==> src/rtl/signal_pulse_stretcher_pkg.sv <==
// Shared types and helpers for the pulse stretcher: state encoding and
// a compile-time max used to size the shared phase counter.
package signal_pulse_stretcher_pkg;

  typedef enum logic [1:0] {
    ST_IDLE   = 2'd0,
    ST_ACTIVE = 2'd1,
    ST_GAP    = 2'd2
  } state_t;

  function automatic int unsigned max_u(input int unsigned a, input int unsigned b);
    return (a > b) ? a : b;
  endfunction

endpackage

==> src/rtl/signal_pulse_stretcher_edge_detector.sv <==
// Single-cycle pulse on the inactive-to-active transition of a
// sys_clk-synchronous level; polarity normalised by IN_ACTIVE_LOW.
module signal_edge_detector #(
  parameter bit IN_ACTIVE_LOW = 1'b0
) (
  input  logic sys_clk,
  input  logic rst_n,
  input  logic sig,
  output logic pulse
);

  logic level;
  logic prev;

  assign level = sig ^ IN_ACTIVE_LOW;

  always_ff @(posedge sys_clk or negedge rst_n) begin
    if (!rst_n) prev <= 1'b0;
    else        prev <= level;
  end

  assign pulse = level & ~prev;

endmodule

==> src/rtl/signal_pulse_stretcher.sv <==
// Stretches request edges into fixed-width pulses with a guaranteed
// inactive gap, queuing up to MAX_PENDING requests that arrive meanwhile.
module signal_pulse_stretcher
  import signal_pulse_stretcher_pkg::*;
#(
  parameter int unsigned ACTIVE_COUNT   = 65536,
  parameter int unsigned GAP_COUNT      = 65536,
  parameter int unsigned MAX_PENDING    = 3,
  parameter bit          IN_ACTIVE_LOW  = 1'b0,
  parameter bit          OUT_ACTIVE_LOW = 1'b1
) (
  input  logic                               sys_clk,
  input  logic                               rst_n,
  input  logic                               in_sig,
  output logic                               out_sig,
  output logic                               busy,
  output logic [$clog2(MAX_PENDING+1)-1:0]   pending_cnt,
  output logic                               overflow
);

  localparam int unsigned CNT_MAX = max_u(ACTIVE_COUNT, GAP_COUNT);
  localparam int unsigned CNT_W   = (CNT_MAX > 1) ? $clog2(CNT_MAX) : 1;
  localparam int unsigned PEND_W  = $clog2(MAX_PENDING + 1);

  localparam logic [CNT_W-1:0]  ACT_LAST = CNT_W'(ACTIVE_COUNT - 1);
  localparam logic [CNT_W-1:0]  GAP_LAST = CNT_W'(GAP_COUNT - 1);
  localparam logic [PEND_W-1:0] PEND_MAX = PEND_W'(MAX_PENDING);

  state_t             state_q, state_d;
  logic [CNT_W-1:0]   cnt_q, cnt_d;
  logic [PEND_W-1:0]  pend_d;
  logic               ovf_d;
  logic               req;
  logic               last_gap;

  signal_edge_detector #(
    .IN_ACTIVE_LOW(IN_ACTIVE_LOW)
  ) u_edge (
    .sys_clk(sys_clk),
    .rst_n  (rst_n),
    .sig    (in_sig),
    .pulse  (req)
  );

  assign last_gap = (state_q == ST_GAP) && (cnt_q == GAP_LAST);

  always_comb begin
    state_d = state_q;
    cnt_d   = cnt_q + 1'b1;
    pend_d  = pending_cnt;
    ovf_d   = 1'b0;

    case (state_q)
      ST_IDLE: begin
        cnt_d = '0;
        if (req) state_d = ST_ACTIVE;
      end
      ST_ACTIVE: begin
        if (cnt_q == ACT_LAST) begin
          state_d = ST_GAP;
          cnt_d   = '0;
        end
      end
      ST_GAP: begin
        if (last_gap) begin
          cnt_d = '0;
          // A request on this edge is served directly, so a full queue
          // nets to no change and never overflows.
          if (req || (pending_cnt != '0)) begin
            state_d = ST_ACTIVE;
            if (!req) pend_d = pending_cnt - 1'b1;
          end else begin
            state_d = ST_IDLE;
          end
        end
      end
      default: begin
        state_d = ST_IDLE;
        cnt_d   = '0;
      end
    endcase

    if (req && (state_q != ST_IDLE) && !last_gap) begin
      if (pending_cnt != PEND_MAX) pend_d = pending_cnt + 1'b1;
      else                         ovf_d  = 1'b1;
    end
  end

  always_ff @(posedge sys_clk or negedge rst_n) begin
    if (!rst_n) begin
      state_q     <= ST_IDLE;
      cnt_q       <= '0;
      pending_cnt <= '0;
      overflow    <= 1'b0;
      busy        <= 1'b0;
      out_sig     <= OUT_ACTIVE_LOW;
    end else begin
      state_q     <= state_d;
      cnt_q       <= cnt_d;
      pending_cnt <= pend_d;
      overflow    <= ovf_d;
      busy        <= (state_d != ST_IDLE);
      out_sig     <= (state_d == ST_ACTIVE) ^ OUT_ACTIVE_LOW;
    end
  end

endmodule

==> config.mk <==
export PLATFORM = sky130hd
export DESIGN_NAME = signal_pulse_stretcher
export DESIGN_NICKNAME = d
export VERILOG_FILES = /design/src/rtl/signal_pulse_stretcher_pkg.sv /design/src/rtl/signal_pulse_stretcher_edge_detector.sv /design/src/rtl/signal_pulse_stretcher.sv
export SDC_FILE = /design/constraint.sdc
export NUM_CORES = 1
export LEC_CHECK = 0
export CAP_MARGIN = 20
export CELL_PAD_IN_SITES_DETAIL_PLACEMENT = 1
export CELL_PAD_IN_SITES_GLOBAL_PLACEMENT = 1
export CORE_ASPECT_RATIO = 1.75
export CORE_UTILIZATION = 48
export DETAILED_ROUTE_END_ITERATION = 6
export DONT_BUFFER_PORTS = 1
export PLACE_DENSITY = 0.76
export SLEW_MARGIN = 0
export SYNTH_ARGS = -nofsm -noshare
export SYNTH_HDL_FRONTEND = slang
export SYNTH_SLANG_ARGS = --single-unit
==> constraint.sdc <==
create_clock -name sys_clk -period 2.1 [get_ports sys_clk]
set_input_delay 0.21 -clock sys_clk [delete_from_list [all_inputs] [get_ports sys_clk]]
set_output_delay 0.21 -clock sys_clk [all_outputs]
set_load 0.005 [all_outputs]
==> results of run 1 <==
## registers in the layout, indices dropped and copies added (netlist names), named ones only
name	flops
busy	1
cnt_q	16
out_sig	1
overflow	1
pending_cnt	1
state_q	2
u_edge.prev	1
## worst paths after layout
path / from / endpoint / slack (ns) / depth (start not counted)
setup / recovery: cnt_q[0] / busy / 0.34 / 6
hold / removal: in_sig / flip-flop / 0.34 / 3
setup reg to reg: cnt_q[0] / busy / 0.34 / 6
hold reg to reg: cnt_q[0] / cnt_q[0] / 0.50 / 1
max in group asynchronous: rst_n / out_sig / 1.52 / 2
min in group asynchronous: rst_n / u_edge.prev / 0.36 / 2
## cell type report
type / count / area share
multi-input cells: 94 / 0.4668
repair buffers: 4 / 0.03322
flip-flops and latches: 24 / 0.4205
well taps: 26 / 0.02273
inverters: 7 / 0.01836
clock buffers: 4 / 0.03846
## what timing repair did
item | CTS | global route
buffers inserted | 0 | 0
endpoints found under the hold margin | 25 | 0
gates resized for setup | 0 | 0
hold buffers | 3 | 0
## cells in the final DEF (no fill, tap or decap)
cell type | synthesis | final
nor2_1 | 24 | 24
dfrtp_1 | 23 | 23
xor2_1 | 8 | 8
inv_1 | 7 | 7
nand3_1 | 7 | 7
xnor2_1 | 7 | 7
ha_1 | 7 | 7
nand2_1 | 6 | 6
nand4_1 | 5 | 5
clkbuf_8 | 0 | 4
nand4_4 | 2 | 2
and4_1 | 2 | 2
and2_1 | 2 | 2
nor4_4 | 2 | 2
nor2b_1 | 2 | 2
o21ai_0 | 2 | 2
a21oi_1 | 2 | 2
and3_1 | 2 | 2
dlygate4sd3_1 | 0 | 2
nand3b_2 | 1 | 1
or4_1 | 1 | 1
nand2b_1 | 1 | 1
nand4b_1 | 1 | 1
nand3_2 | 1 | 1
a21o_1 | 1 | 1
a211oi_2 | 1 | 1
or3_1 | 1 | 1
o21ai_1 | 1 | 1
a21boi_0 | 1 | 1
or2_1 | 1 | 1
a211oi_1 | 1 | 1
a31oi_1 | 1 | 1
o211ai_1 | 1 | 1
buf_12 | 0 | 1
dfstp_2 | 1 | 1
buf_4 | 1 | 1
## per-stage QoR
stage	power, mW	worst slack, ns	hold WS, ns	utilization	instance area (um^2)
finish	1.187	0.3359	0.3445	0.5675	1431
detailed placement	0.8721	0.3294	-0.08513	0.5298	1336
global placement	0.8526	0.4229	-0.08513	0.5298	1336
CTS	1.204	0.3260	0.3396	0.5675	1431
floorplan	0.8042	0.4760	-0.08559	-	1308
global route	1.266	0.1814	0.3717	0.5675	1431
## metal layers
metal	vias up	global-route usage
met5	-	0
met4	0	0.09677
met3	6	0.03316
met2	13	0.4167
met1	466	0.2100
li1	444	-
## critical path: stages (launching register included)
cell	delay, ns
dfrtp_1	0.39
ha_1	0.23
nand3_1	0.15
nor4_4	0.38
or4_1	0.18
nand3_2	0.08
or2_1	0.23
## power groups by stage
stage                     Combinational, mW  Clock, mW  Sequential (mW)
final                                 0.298      0.315            0.573
after global routing                  0.348      0.334            0.584
after CTS                             0.306      0.323            0.575
after detailed placement              0.287          0            0.585
after global placement                0.271          0            0.582
after floorplan                       0.229          0            0.575
## kinds of logic after synthesis
group / after synthesis / share of synthesized area
buffers and inverters: 9 / 0.02871
adders and majority gates: 7 / 0.06698
xor gates and xnor gates: 15 / 0.1005
and+or+nand+nor: 61 / 0.2871
AOI/OAI and AO/OA: 11 / 0.05647
DFF: 24 / 0.4603
==> Implementation_results.wiki, run 1 <==
{| class="wikitable"
! Metric !! Value
|-
| Yosys reg bits || 24
|-
| Non-Filler Instances || 159
|-
| Number of placed instances with taps included || roughly 150
|-
| Num ports || 8
|-
| Achievable clock frequency || between 500 and 600 MHz
|-
| Total global routing track utilization || 0.2135
|-
| Nets in the synthesized netlist || ~140
|-
| Share of the yosys chip area belonging to registers || 0.4603
|-
| Static leakage power || 0.6621 nW
|-
| Vias per Instance || 5.843
|-
| Metal-1 WL || around 900 um
|-
| Initial detailed-routing violation count || 7
|-
| First-pass GRT wire length || between 4000 and 5000 um
|-
| Die span in y || about 70 um
|-
| CTS Buffer Depth || 2
|-
| Async set-or-reset flop fraction in the synthesized netlist || 1.000
|-
| CP arrival || approximately 1.9 ns
|-
| Switching Share || 0.3206
|-
| Fraction of synthesized cell area taken by the top area cell type || 0.4402
|-
| Yosys warnings || 0
|-
| Leading register cell type out of synthesis || dfrtp_1
|-
| Number of core rows || 24
|-
| Worst Hold Class || in -> reg
|-
| Mapped Area || 0.001308 mm^2
|-
| Area of the multi-input gates || approximately 670 um^2
|-
| Endpoints failing hold || 0
|-
| Count of pins over their slew limit || 0
|-
| WL met3 || around 50 um
|-
| Via count of the first global-routing pass || approximately 1100
|-
| Post-synth top area cell || dfrtp_1
|-
| Worst slew slack as a fraction of its limit || 0.7529
|-
| Number of antenna diodes || 0
|-
| Finish-stage setup viols || 0
|-
| Root buffer cell || clkbuf_8
|-
| Total negative slack for setup checks || 0 ns
|-
| Max_cap viols || 0
|-
| Most instantiated library cell after synthesis || nor2_1
|-
| Remaining antenna violation count after routing || 0
|-
| Transition at the pin with the smallest max-transition slack || ~0.37 ns
|-
| Die X || 41.46 um
|-
| TritonCTS buffer count || 3
|-
| Worst skew pair latency || about 0.27 ns
|-
| Clk network pwr share || 0.266
|-
| PortBufs || 0
|-
| Number of flops mapped to enable cells by yosys || 0
|-
| Top cells by count, synth || nor2_1, dfrtp_1, xor2_1
|-
| Fraction of power consumed by combinational cells || 0.251
|-
| CTS tree || built
|-
| Req. time, crit path || 2.26 ns
|-
| Worst Skew || a little under 0.006 ns
|-
| Final weighted congestion in routability-driven placement || around 0.76
|-
| Top Layer Used || met4
|-
| CTS HTree Levels || 1
|-
| Residual DRC || 0
|-
| Setup repair after global routing missed its margin || false
|-
| Largest cells by area after synthesis || dfrtp_1, nor2_1, ha_1
|-
| Post-synthesis area per instance || just over 10 um^2
|-
| Power density cells || between 800 and 900 mW/mm^2
|-
| Area added between synthesis and finish || 9.473%
|-
| Overall routed net length || around 2700 um
|-
| Layout Nets || ~140
|-
| Portion of total power attributed to sequential cells || 0.483
|-
| Fin crit share || 0.8400
|-
| Placeable core region || approximately 0.0025 mm^2
|-
| Clock edge transition at the registers on the reported setup and hold paths || approximately 0.09 ns
|-
| Outcome || finished, final reports clean
|-
| Routed vias || about 930
|-
| Switching power || approximately 380 uW
|-
| VDD IR-drop max || 0.0006072 V
|-
| Total number of clock tree sinks || 24
|-
| Type of element capturing the critical path || flip-flop
|-
| Synth Instances || ~130
|-
| Ratio of cells with drive above 1 in the final layout || 0.1053
|-
| WL/cell || ~17 um
|-
| Initial antenna violation count || 0
|-
| Sum of overflow across all layers after global routing || 0
|-
| Kind of launch point of the worst setup path || flip-flop
|-
| Number of fill cells || 283
|-
| Detailed Routing Iterations Pass 1 || 3
|-
| Internal Pwr Total || 806.4 uW
|-
| Starting utilization of the core area || 0.5184
|-
| Post-layout minimum cycle time || between 1.5 and 2 ns
|-
| Largest net degree at the start of global routing || 25
|-
| Yosys cell types || 34
|-
| Post-detail-place hpwl || slightly above 2000 um
|-
| Peak fanout along the critical path || 4
|-
| Die Outline Area || about 0.0029 mm^2
|-
| Storage cell area || ~600 um^2
|-
| Met2 Wirelength || about 1600 um
|-
| Type of the worst setup path || reg -> reg
|}
(Power assumes the default switching activity.)
==> run 2, diff against run 1 <==
==> constraint.sdc (replaced) <==
create_clock -name sys_clk -period 1.8 [get_ports sys_clk]
set_input_delay 0.18 -clock sys_clk [delete_from_list [all_inputs] [get_ports sys_clk]]
set_output_delay 0.18 -clock sys_clk [all_outputs]
set_load 0.005 [all_outputs]
==> run 2 against run 1 <==
Effect of this change: combinational power increased by 58%; sequential power increased by 18%; register-to-register slack got worse by 0.26 ns; total power increased by 28%; via count increased by 4.5%; clock power increased by 17%.
==> Implementation_results.wiki, run 2 (synthesis results as in run 1) <==
{| class="wikitable"
! Metric !! Value
|-
| Outcome || finished, final reports clean
|-
| Fin crit share || 0.9586
|-
| Largest net degree at the start of global routing || 25
|-
| Registers with the most flip-flops || cnt_q (16), state_q (2)
|-
| First-pass GRT wire length || 4498 um
|-
| Cell area after layout || 0.001519 mm^2
|-
| Kind of launch point of the worst setup path || flip-flop
|-
| Max reg flops || 16
|-
| Worst Hold Class || in -> reg
|-
| Routed vias || between 900 and 1000
|-
| Endpoints failing hold || 0
|-
| TritonCTS buffer count || 3
|-
| Clock edge transition at the registers on the reported setup and hold paths || approximately 0.09 ns
|-
| Most frequent standard cell in the layout excluding fill and tap cells || nor2_1
|-
| Power density cells || 999.5 mW/mm^2
|-
| Post-detail-place hpwl || between 1500 and 2000 um
|-
| Ratio of cells with drive above 1 in the final layout || 0.1871
|-
| Number of core rows || 24
|-
| Root buffer cell || clkbuf_8
|-
| VDD IR-drop max || 0.0006922 V
|-
| Count of pins over their slew limit || 0
|-
| Number of antenna diodes || 0
|-
| Num ports || 8
|-
| CTS Buffer Depth || 2
|-
| Finish-stage setup viols || 0
|-
| Post-route worst hold slack || between 0.3 and 0.4 ns
|-
| CTS HTree Levels || 1
|-
| Overall routed net length || between 2000 and 3000 um
|-
| Die Outline Area || about 0.0029 mm^2
|-
| Total number of clock tree sinks || 24
|-
| Placeable core region || between 0.002 and 0.003 mm^2
|-
| Transition at the pin with the smallest max-transition slack || around 0.55 ns
|-
| Detailed Routing Iterations Pass 1 || 4
|-
| Achievable clock frequency || 579.6 MHz
|-
| Total placed instance area || 0.001336 mm^2
|-
| Initial antenna violation count || 0
|-
| Die X || 41.46 um
|-
| CTS tree || built
|-
| Total global routing track utilization || 0.1975
|-
| Remaining antenna violation count after routing || 0
|-
| Critical R2R Launch || cnt_q[0]
|-
| CP arrival || roughly 1.9 ns
|-
| Type of element capturing the critical path || flip-flop
|-
| Via count of the first global-routing pass || 1028
|-
| Initial detailed-routing violation count || 23
|-
| Req. time, crit path || around 2 ns
|-
| Type of the worst setup path || reg -> reg
|-
| Worst Skew || approximately 0.004 ns
|-
| Utilization after layout || 0.6022
|-
| Critical path origin || cnt_q[0]
|-
| Layout Nets || 150
|-
| Final weighted congestion in routability-driven placement || 0.7639
|-
| Residual DRC || 0
|-
| Area added between synthesis and finish || 16.17%
|-
| PortBufs || 0
|-
| Post-layout minimum cycle time || approximately 1.7 ns
|-
| Largest register by flop count || cnt_q
|-
| Critical path endpoint || busy
|-
| Total negative slack for setup checks || 0 ns
|-
| Capture point of the worst reg-to-reg path || busy
|-
| Sum of overflow across all layers after global routing || 0
|-
| Max_cap viols || 0
|-
| Worst skew pair latency || 0.27 ns
|-
| Worst slew slack as a fraction of its limit || 0.6324
|-
| Worst setup slack for register-to-register paths || between 0.07 and 0.08 ns
|-
| FF-to-FF path depth || 6
|-
| WL/cell || ~18 um
|-
| Starting utilization of the core area || 0.5184
|-
| Static leakage power || just under 0.7 nW
|-
| Vias per Instance || slightly below 6
|-
| Die span in y || between 70 and 80 um
|-
| Peak fanout along the critical path || 4
|-
| Most frequent cells in the layout || nor2_1, dfrtp_1, xor2_1, xnor2_1, buf_4
|}
==> run 2: worst min-delay path by stage <==
stage	startpoint	end	slack (ns)	depth (start not counted)
after global routing	rst_n	u_edge.prev	0.36	1
after floorplan	rst_n	async pin	-0.12	0
after detailed placement	rst_n	overflow	-0.12	0
final	in_sig	flip-flop	0.32	3
after global placement	rst_n	pending_cnt[0]	-0.12	0
after CTS	in_sig	flip-flop	0.29	3
==> run 2: worst max-delay path, stage by stage, from the launching register on <==
cell,delay [ns]
dfrtp_1,0.42
ha_4,0.18
nand3_2,0.11
nor4_4,0.39
or4_1,0.18
nand3_2,0.09
or2_1,0.24
==> run 2: routing by layer <==
metal | vias up | wire [um] | GRT usage | part of all wire
li1 | 457 | - | - | -
met1 | 493 | 1106 | 0.2159 | 0.37
met2 | 15 | 1779 | 0.3733 | 0.59
met3 | 6 | 43 | 0.02041 | 0.014
met4 | 0 | 66 | 0.08244 | 0.022
met5 | - | 0 | 0 | 0
==> run 2: layout make-up <==
type                       instances  area [um^2]
fill                             267         1003
multi-input combinational         94        715.7
sequential                        24        601.8
timing repair buffer              10        87.58
clock buffer                       4        55.05
tap                               26        32.53
inverter                           7        26.28
==> run 2: what timing repair did <==
item,CTS,global route
resized for setup,0,9
setup buffers,0,6
setup endpoints to repair,1,19
pin swaps,1,4
hold buffers,2,0
endpoints found under the hold margin,25,0
==> run 2: report_power, final <==
| part | internal, mW | switching [mW] |
|---|---|---|
| sequential | 0.617 | 0.0618 |
| combinational | 0.205 | 0.266 |
| clock | 0.195 | 0.174 |
| total | 1.02 | 0.501 |
==> run 2: through the flow <==
stage | instances | power [mW] | setup WS [ns]
5_1_grt | 165 | 1.599 | -0.04105
6_report | 165 | 1.518 | 0.07457
3_3_place_gp | 152 | 0.9944 | 0.1220
4_1_cts | 158 | 1.396 | 0.04728
3_5_place_dp | 152 | 1.016 | 0.03444
2_1_floorplan | 127 | 0.9383 | 0.1760
